--- src/rtl/data_mem_arbiter.sv ---
// Two-port round-robin arbiter and sequencer in front of the single-ported
// data memory. Port 0 is the CPU load/store path, port 1 the DMA/debug
// loader. One access is in flight at a time, and a bus timeout releases
// a requester if the memory never drops busywait.
`timescale 1ns/1ps

module data_mem_arbiter #(
    parameter int ADDR_W  = 8,
    parameter int DATA_W  = 8,
    parameter int TIMEOUT = 64
) (
    input  logic              clock,
    input  logic              reset,
    input  logic              req0_read,
    input  logic              req0_write,
    input  logic [ADDR_W-1:0] req0_address,
    input  logic [DATA_W-1:0] req0_writedata,
    output logic [DATA_W-1:0] req0_readdata,
    output logic              req0_busywait,
    input  logic              req1_read,
    input  logic              req1_write,
    input  logic [ADDR_W-1:0] req1_address,
    input  logic [DATA_W-1:0] req1_writedata,
    output logic [DATA_W-1:0] req1_readdata,
    output logic              req1_busywait,
    output logic              mem_read,
    output logic              mem_write,
    output logic [ADDR_W-1:0] mem_address,
    output logic [DATA_W-1:0] mem_writedata,
    input  logic [DATA_W-1:0] mem_readdata,
    input  logic              mem_busywait,
    output logic              timeout_err
);

    typedef enum logic [1:0] {
        IDLE,
        ISSUE,
        WAIT,
        DONE
    } state_t;

    // Last WAIT count value before the access is abandoned.
    localparam logic [7:0] TIMEOUT_LAST = 8'(TIMEOUT - 1);

    state_t            state_q, state_d;
    logic              grant_q, grant_d;
    logic              lastGrant_q, lastGrant_d;
    logic              memRead_q, memRead_d;
    logic              memWrite_q, memWrite_d;
    logic [ADDR_W-1:0] memAddress_q, memAddress_d;
    logic [DATA_W-1:0] memWriteData_q, memWriteData_d;
    logic [DATA_W-1:0] readData0_q, readData0_d;
    logic [DATA_W-1:0] readData1_q, readData1_d;
    logic              timeoutErr_q, timeoutErr_d;
    logic [7:0]        timeoutCnt_q, timeoutCnt_d;

    logic valid0;
    logic valid1;
    logic pick0;
    logic pick1;

    // A request is only meaningful when exactly one of read/write is high.
    assign valid0 = req0_read ^ req0_write;
    assign valid1 = req1_read ^ req1_write;

    // Round-robin choice: on a tie the port that was not served last wins.
    assign pick0 = valid0 && (!valid1 || lastGrant_q);
    assign pick1 = valid1 && !pick0;

    // A requester stalls for as long as it asks, except in its own DONE cycle.
    assign req0_busywait = !reset && valid0 && !(state_q == DONE && grant_q == 1'b0);
    assign req1_busywait = !reset && valid1 && !(state_q == DONE && grant_q == 1'b1);

    assign mem_read      = memRead_q;
    assign mem_write     = memWrite_q;
    assign mem_address   = memAddress_q;
    assign mem_writedata = memWriteData_q;
    assign req0_readdata = readData0_q;
    assign req1_readdata = readData1_q;
    assign timeout_err   = timeoutErr_q;

    // Next-state logic: grant in IDLE, give memory a cycle to react in
    // ISSUE, wait for completion or timeout in WAIT, release in DONE.
    always_comb begin
        state_d        = state_q;
        grant_d        = grant_q;
        lastGrant_d    = lastGrant_q;
        memRead_d      = memRead_q;
        memWrite_d     = memWrite_q;
        memAddress_d   = memAddress_q;
        memWriteData_d = memWriteData_q;
        readData0_d    = readData0_q;
        readData1_d    = readData1_q;
        timeoutErr_d   = timeoutErr_q;
        timeoutCnt_d   = timeoutCnt_q;

        case (state_q)
            IDLE: begin
                if (pick0) begin
                    grant_d        = 1'b0;
                    memRead_d      = req0_read;
                    memWrite_d     = req0_write;
                    memAddress_d   = req0_address;
                    memWriteData_d = req0_writedata;
                    state_d        = ISSUE;
                end else if (pick1) begin
                    grant_d        = 1'b1;
                    memRead_d      = req1_read;
                    memWrite_d     = req1_write;
                    memAddress_d   = req1_address;
                    memWriteData_d = req1_writedata;
                    state_d        = ISSUE;
                end
            end
            ISSUE: begin
                timeoutCnt_d = 8'd0;
                state_d      = WAIT;
            end
            WAIT: begin
                if (!mem_busywait) begin
                    if (memRead_q) begin
                        if (grant_q) begin
                            readData1_d = mem_readdata;
                        end else begin
                            readData0_d = mem_readdata;
                        end
                    end
                    memRead_d  = 1'b0;
                    memWrite_d = 1'b0;
                    state_d    = DONE;
                end else if (timeoutCnt_q == TIMEOUT_LAST) begin
                    memRead_d    = 1'b0;
                    memWrite_d   = 1'b0;
                    timeoutErr_d = 1'b1;
                    state_d      = DONE;
                end else begin
                    timeoutCnt_d = timeoutCnt_q + 8'd1;
                end
            end
            DONE: begin
                lastGrant_d = grant_q;
                state_d     = IDLE;
            end
            default: begin
                state_d = IDLE;
            end
        endcase
    end

    // State register; reset abandons any in-flight access immediately.
    always_ff @(posedge clock) begin
        if (reset) begin
            state_q        <= IDLE;
            grant_q        <= 1'b0;
            lastGrant_q    <= 1'b1;
            memRead_q      <= 1'b0;
            memWrite_q     <= 1'b0;
            memAddress_q   <= '0;
            memWriteData_q <= '0;
            readData0_q    <= '0;
            readData1_q    <= '0;
            timeoutErr_q   <= 1'b0;
            timeoutCnt_q   <= 8'd0;
        end else begin
            state_q        <= state_d;
            grant_q        <= grant_d;
            lastGrant_q    <= lastGrant_d;
            memRead_q      <= memRead_d;
            memWrite_q     <= memWrite_d;
            memAddress_q   <= memAddress_d;
            memWriteData_q <= memWriteData_d;
            readData0_q    <= readData0_d;
            readData1_q    <= readData1_d;
            timeoutErr_q   <= timeoutErr_d;
            timeoutCnt_q   <= timeoutCnt_d;
        end
    end

endmodule

--- config.mk ---
export PLATFORM = sky130hd
export DESIGN_NAME = data_mem_arbiter
export DESIGN_NICKNAME = d
export VERILOG_FILES = /design/src/rtl/data_mem_arbiter.sv
export SDC_FILE = /design/constraint.sdc
export NUM_CORES = 1
export LEC_CHECK = 0
export ABC_AREA = 0
export CAP_MARGIN = 0
export CORE_ASPECT_RATIO = 0.5
export CORE_MARGIN = 2
export CORE_UTILIZATION = 40
export DETAILED_ROUTE_END_ITERATION = 10
export GPL_ROUTABILITY_DRIVEN = 0
export GPL_TIMING_DRIVEN = 0
export PLACE_DENSITY = 0.77
export REMOVE_ABC_BUFFERS = 1
export SYNTH_ARGS = -nofsm -noshare
export SYNTH_HDL_FRONTEND = slang
export SYNTH_SLANG_ARGS = --single-unit
--- constraint.sdc ---
create_clock -name clock -period 1.65 [get_ports clock]
set_input_delay 0.2475 -clock clock [delete_from_list [all_inputs] [get_ports clock]]
set_output_delay 0.2475 -clock clock [all_outputs]
set_load 0.01 [all_outputs]
==> run_results.csv <==
group,metric,value,unit
outcome,status,"completed",
grt,grt_pass1_wl,9.82,mm
die,die_area,0.00616,mm²
setup_path,critical_path_arrival,1770,ps
clocking,cts_made_buffers,5,
grt,antenna_found_initial,0,
clocking,clkTransAtPathRegs,90,ps
power_and_ir_drop,powerDensity,1160,mW/mm²
finish,drive_above_1_share,16.6,%
yosys,synth_flop_cell,"dfxtp_1",
yosys,yosys_warnings,0,
yosys,async_reset_ff_share,0,%
placed_design,post-place-cells,388,
sta,worst_slack,44.0,ps
setup_path,cp_slowest_cell,"o41a_1",
finish,stdcell_area,0.00342,mm²
sta,tightestPinTransition,517,ps
sta,layout_min_cycle_time,1610,ps
yosys,synth.yosys.seq_area_share,42.7,%
routing,drc,0,
finish,regArea,955,µm²
yosys,postSynthAreaPerCell,9.08,µm²
finish,stdcell_count,411,
routing,postRouteAntennaNets,0,
clocking,clockBufferDepth,2,
yosys,synthCells,243,
setup_path,crit_fanout,5,
power_and_ir_drop,p_total,3.97,mW
setup_path,r2r-end,"mem_write",
setup_path,cp.depth,5,
die,initial_core_util,40.9,%
die,die_x,109,µm
grt,grt-ovfl-total,0,
setup_path,r2r_setup_slack,40,ps
setup_path,path_cells,"ha_4, nand2_2, o41a_1, o31ai_1, a21oi_1",
setup_path,path_class,"reg -> reg",
finish,diodes,0,
routing,avgRoutedWirePerCell,14.6,µm
routing,vias,2154,
setup_path,path_buf_inv,0,
setup_path,slowest_delay,500,ps
yosys,ys_ff_latch,47,
yosys,ys_types,46,
clocking,clock_latency,300,ps
hold_path,worst_hold_path_type,"in -> reg",
placed_design,dpl_cell_area,0.00305,mm²
routing,avgViaCountPerCell,5.24,
sta,fin_skew,9.83,ps
power_and_ir_drop,peakVddDrop,0.671,mV
die,row_count,19,
placed_design,dp_slack,-957,ps
sta,fmax,623,MHz
setup_path,crit_family,"compound AO/OA/AOI/OAI gates",
grt,gr-usage-all-layers,20.1,%
sta,min_period_over_period,97.3,%
die,die_y,56.5,µm
sta,slew-limit-headroom,65.6,%
setup_path,reg2reg_depth,5,
run,cap_violations,0,
finish,nets,390,
sta,totalNegativeSetupSlack,0,ps
grt,grt_pass1_vias,2115,
sta,slew_viol_final,0,
routing,dr.pass1.iters,4,
die,ios,84,
yosys,synth-edff-count,0,
yosys,synthTopCellsByArea,"dfxtp_1 43%, mux2i_1 11%, a211oi_1 5.8%",
clocking,cts-htree-levels,2,
sta,hold_viol,0,
setup_path,startpoint,"timeoutCnt_q[0]",
placed_design,dp_hpwl,3.92,mm
yosys,syn_area,0.00221,mm²
setup_path,worstPathRequired,1810,ps
clocking,cts_hold_buf,0,
finish,fillers,412,
setup_path,endpoint,"mem_write",
clocking,cts-root-buf,"clkbuf_8",
setup_path,end_kind,"flop",
clocking,cts.sinks,47,
placed_design,io_buffers,83,
finish,final_util,63.3,%
finish,syn_to_final_growth,55.0,%
yosys,synth_commonest_cells,"47 x dfxtp_1, 31 x nor2_1, 25 x mux2i_1, 25 x nand2_1, 21 x a21oi_1",
setup_path,critPathLaunchType,"flop",
routing,drt-total-wl,6.01,mm
power_and_ir_drop,p_leak,1.28,nW
yosys,synth_area_leader_cell,"dfxtp_1",
clocking,cts_tree,"yes",
grt,grt_max_degree,49,
routing,drt_iter0_markers,57,
finish,multi_input_area,0.00133,mm²
yosys,yosysMostFrequentCell,"dfxtp_1",
setup_path,rr_startpoint,"timeoutCnt_q[0]",
sta,finalSetupViolations,0,
die,coreArea,0.00540,mm²
yosys,synth_top_cell_area_share,42.7,%
sta,hold_slack,404,ps
-- layout make-up --
class / instances / area share, %
multi-input cells: 180 / 39.0
flip-flops and latches: 47 / 27.9
repair buffers: 97 / 26.9
well taps: 73 / 2.67
clock buffers: 6 / 2.42
inverters: 6 / 0.659
clock inverters: 2 / 0.476
-- metal layers --
metal,up-vias,routed length (µm),GRT usage [%]
met1,1028,2530,23.8
met5,-,0,0
li1,1062,-,-
met2,56,3160,36.1
met4,0,72,6.23
met3,8,247,4.53
-- layout by cell type, fill, tap and decap left out, drive strengths merged, types with 2 or more instances in the layout --
| cell type | instances |
|---|---|
| a211oi | 17 |
| a21boi | 2 |
| a21oi | 21 |
| and2b | 2 |
| and3 | 3 |
| buf | 14 |
| clkbuf | 9 |
| clkdlybuf4s50 | 75 |
| dfxtp | 47 |
| dlygate4sd2 | 4 |
| ha | 6 |
| inv | 6 |
| mux2i | 25 |
| nand2 | 25 |
| nand2b | 4 |
| nand3 | 6 |
| nand4b | 2 |
| nor2 | 31 |
| nor2b | 4 |
| nor3 | 4 |
| o21ai | 6 |
| o31ai | 2 |
| or3 | 2 |
| xnor2 | 2 |
-- timing repair --
item / in CTS / in global routing
gates resized for setup: 21 / 27
pin swaps: 4 / 4
endpoints found under the setup margin: 46 / 44
buffers inserted: 9 / 5
cloned: 1 / 0
-- flip-flops by register name (all words and copies together), names as in the netlist --
name / cells
timeoutCnt_q: 8
mem_address: 8
req0_readdata: 8
lastGrant_q: 1
mem_writedata: 8
mem_write: 1
mem_read: 1
req1_readdata: 8
timeout_err: 1
grant_q: 1
state_q: 2
-- worst min path at each step --
stage	from	to	depth (start not counted)
after CTS	reset	req0_readdata[2]	2
after global placement	req1_readdata[4]	req1_readdata[4]	2
after detailed placement	req1_readdata[4]	req1_readdata[4]	2
after floorplan	reset	mem_read	1
after global routing	reset	grant_q	2
final	reset	req0_readdata[1]	2
-- where the power goes --
group	switching, mW	internal, mW	total, mW
registers	0.161	1.36	1.52
logic	0.810	0.885	1.69
clock network	0.414	0.343	0.757
-- cells by family after synthesis --
family | share of synthesized area [%]
flops | 42.7
compound gates | 17.2
mux | 11.9
simple gates | 19.5
xor+xnor | 1.13
buf+inv | 4.25
fa+ha+maj | 3.40
Power figures use the tool's default switching activity.
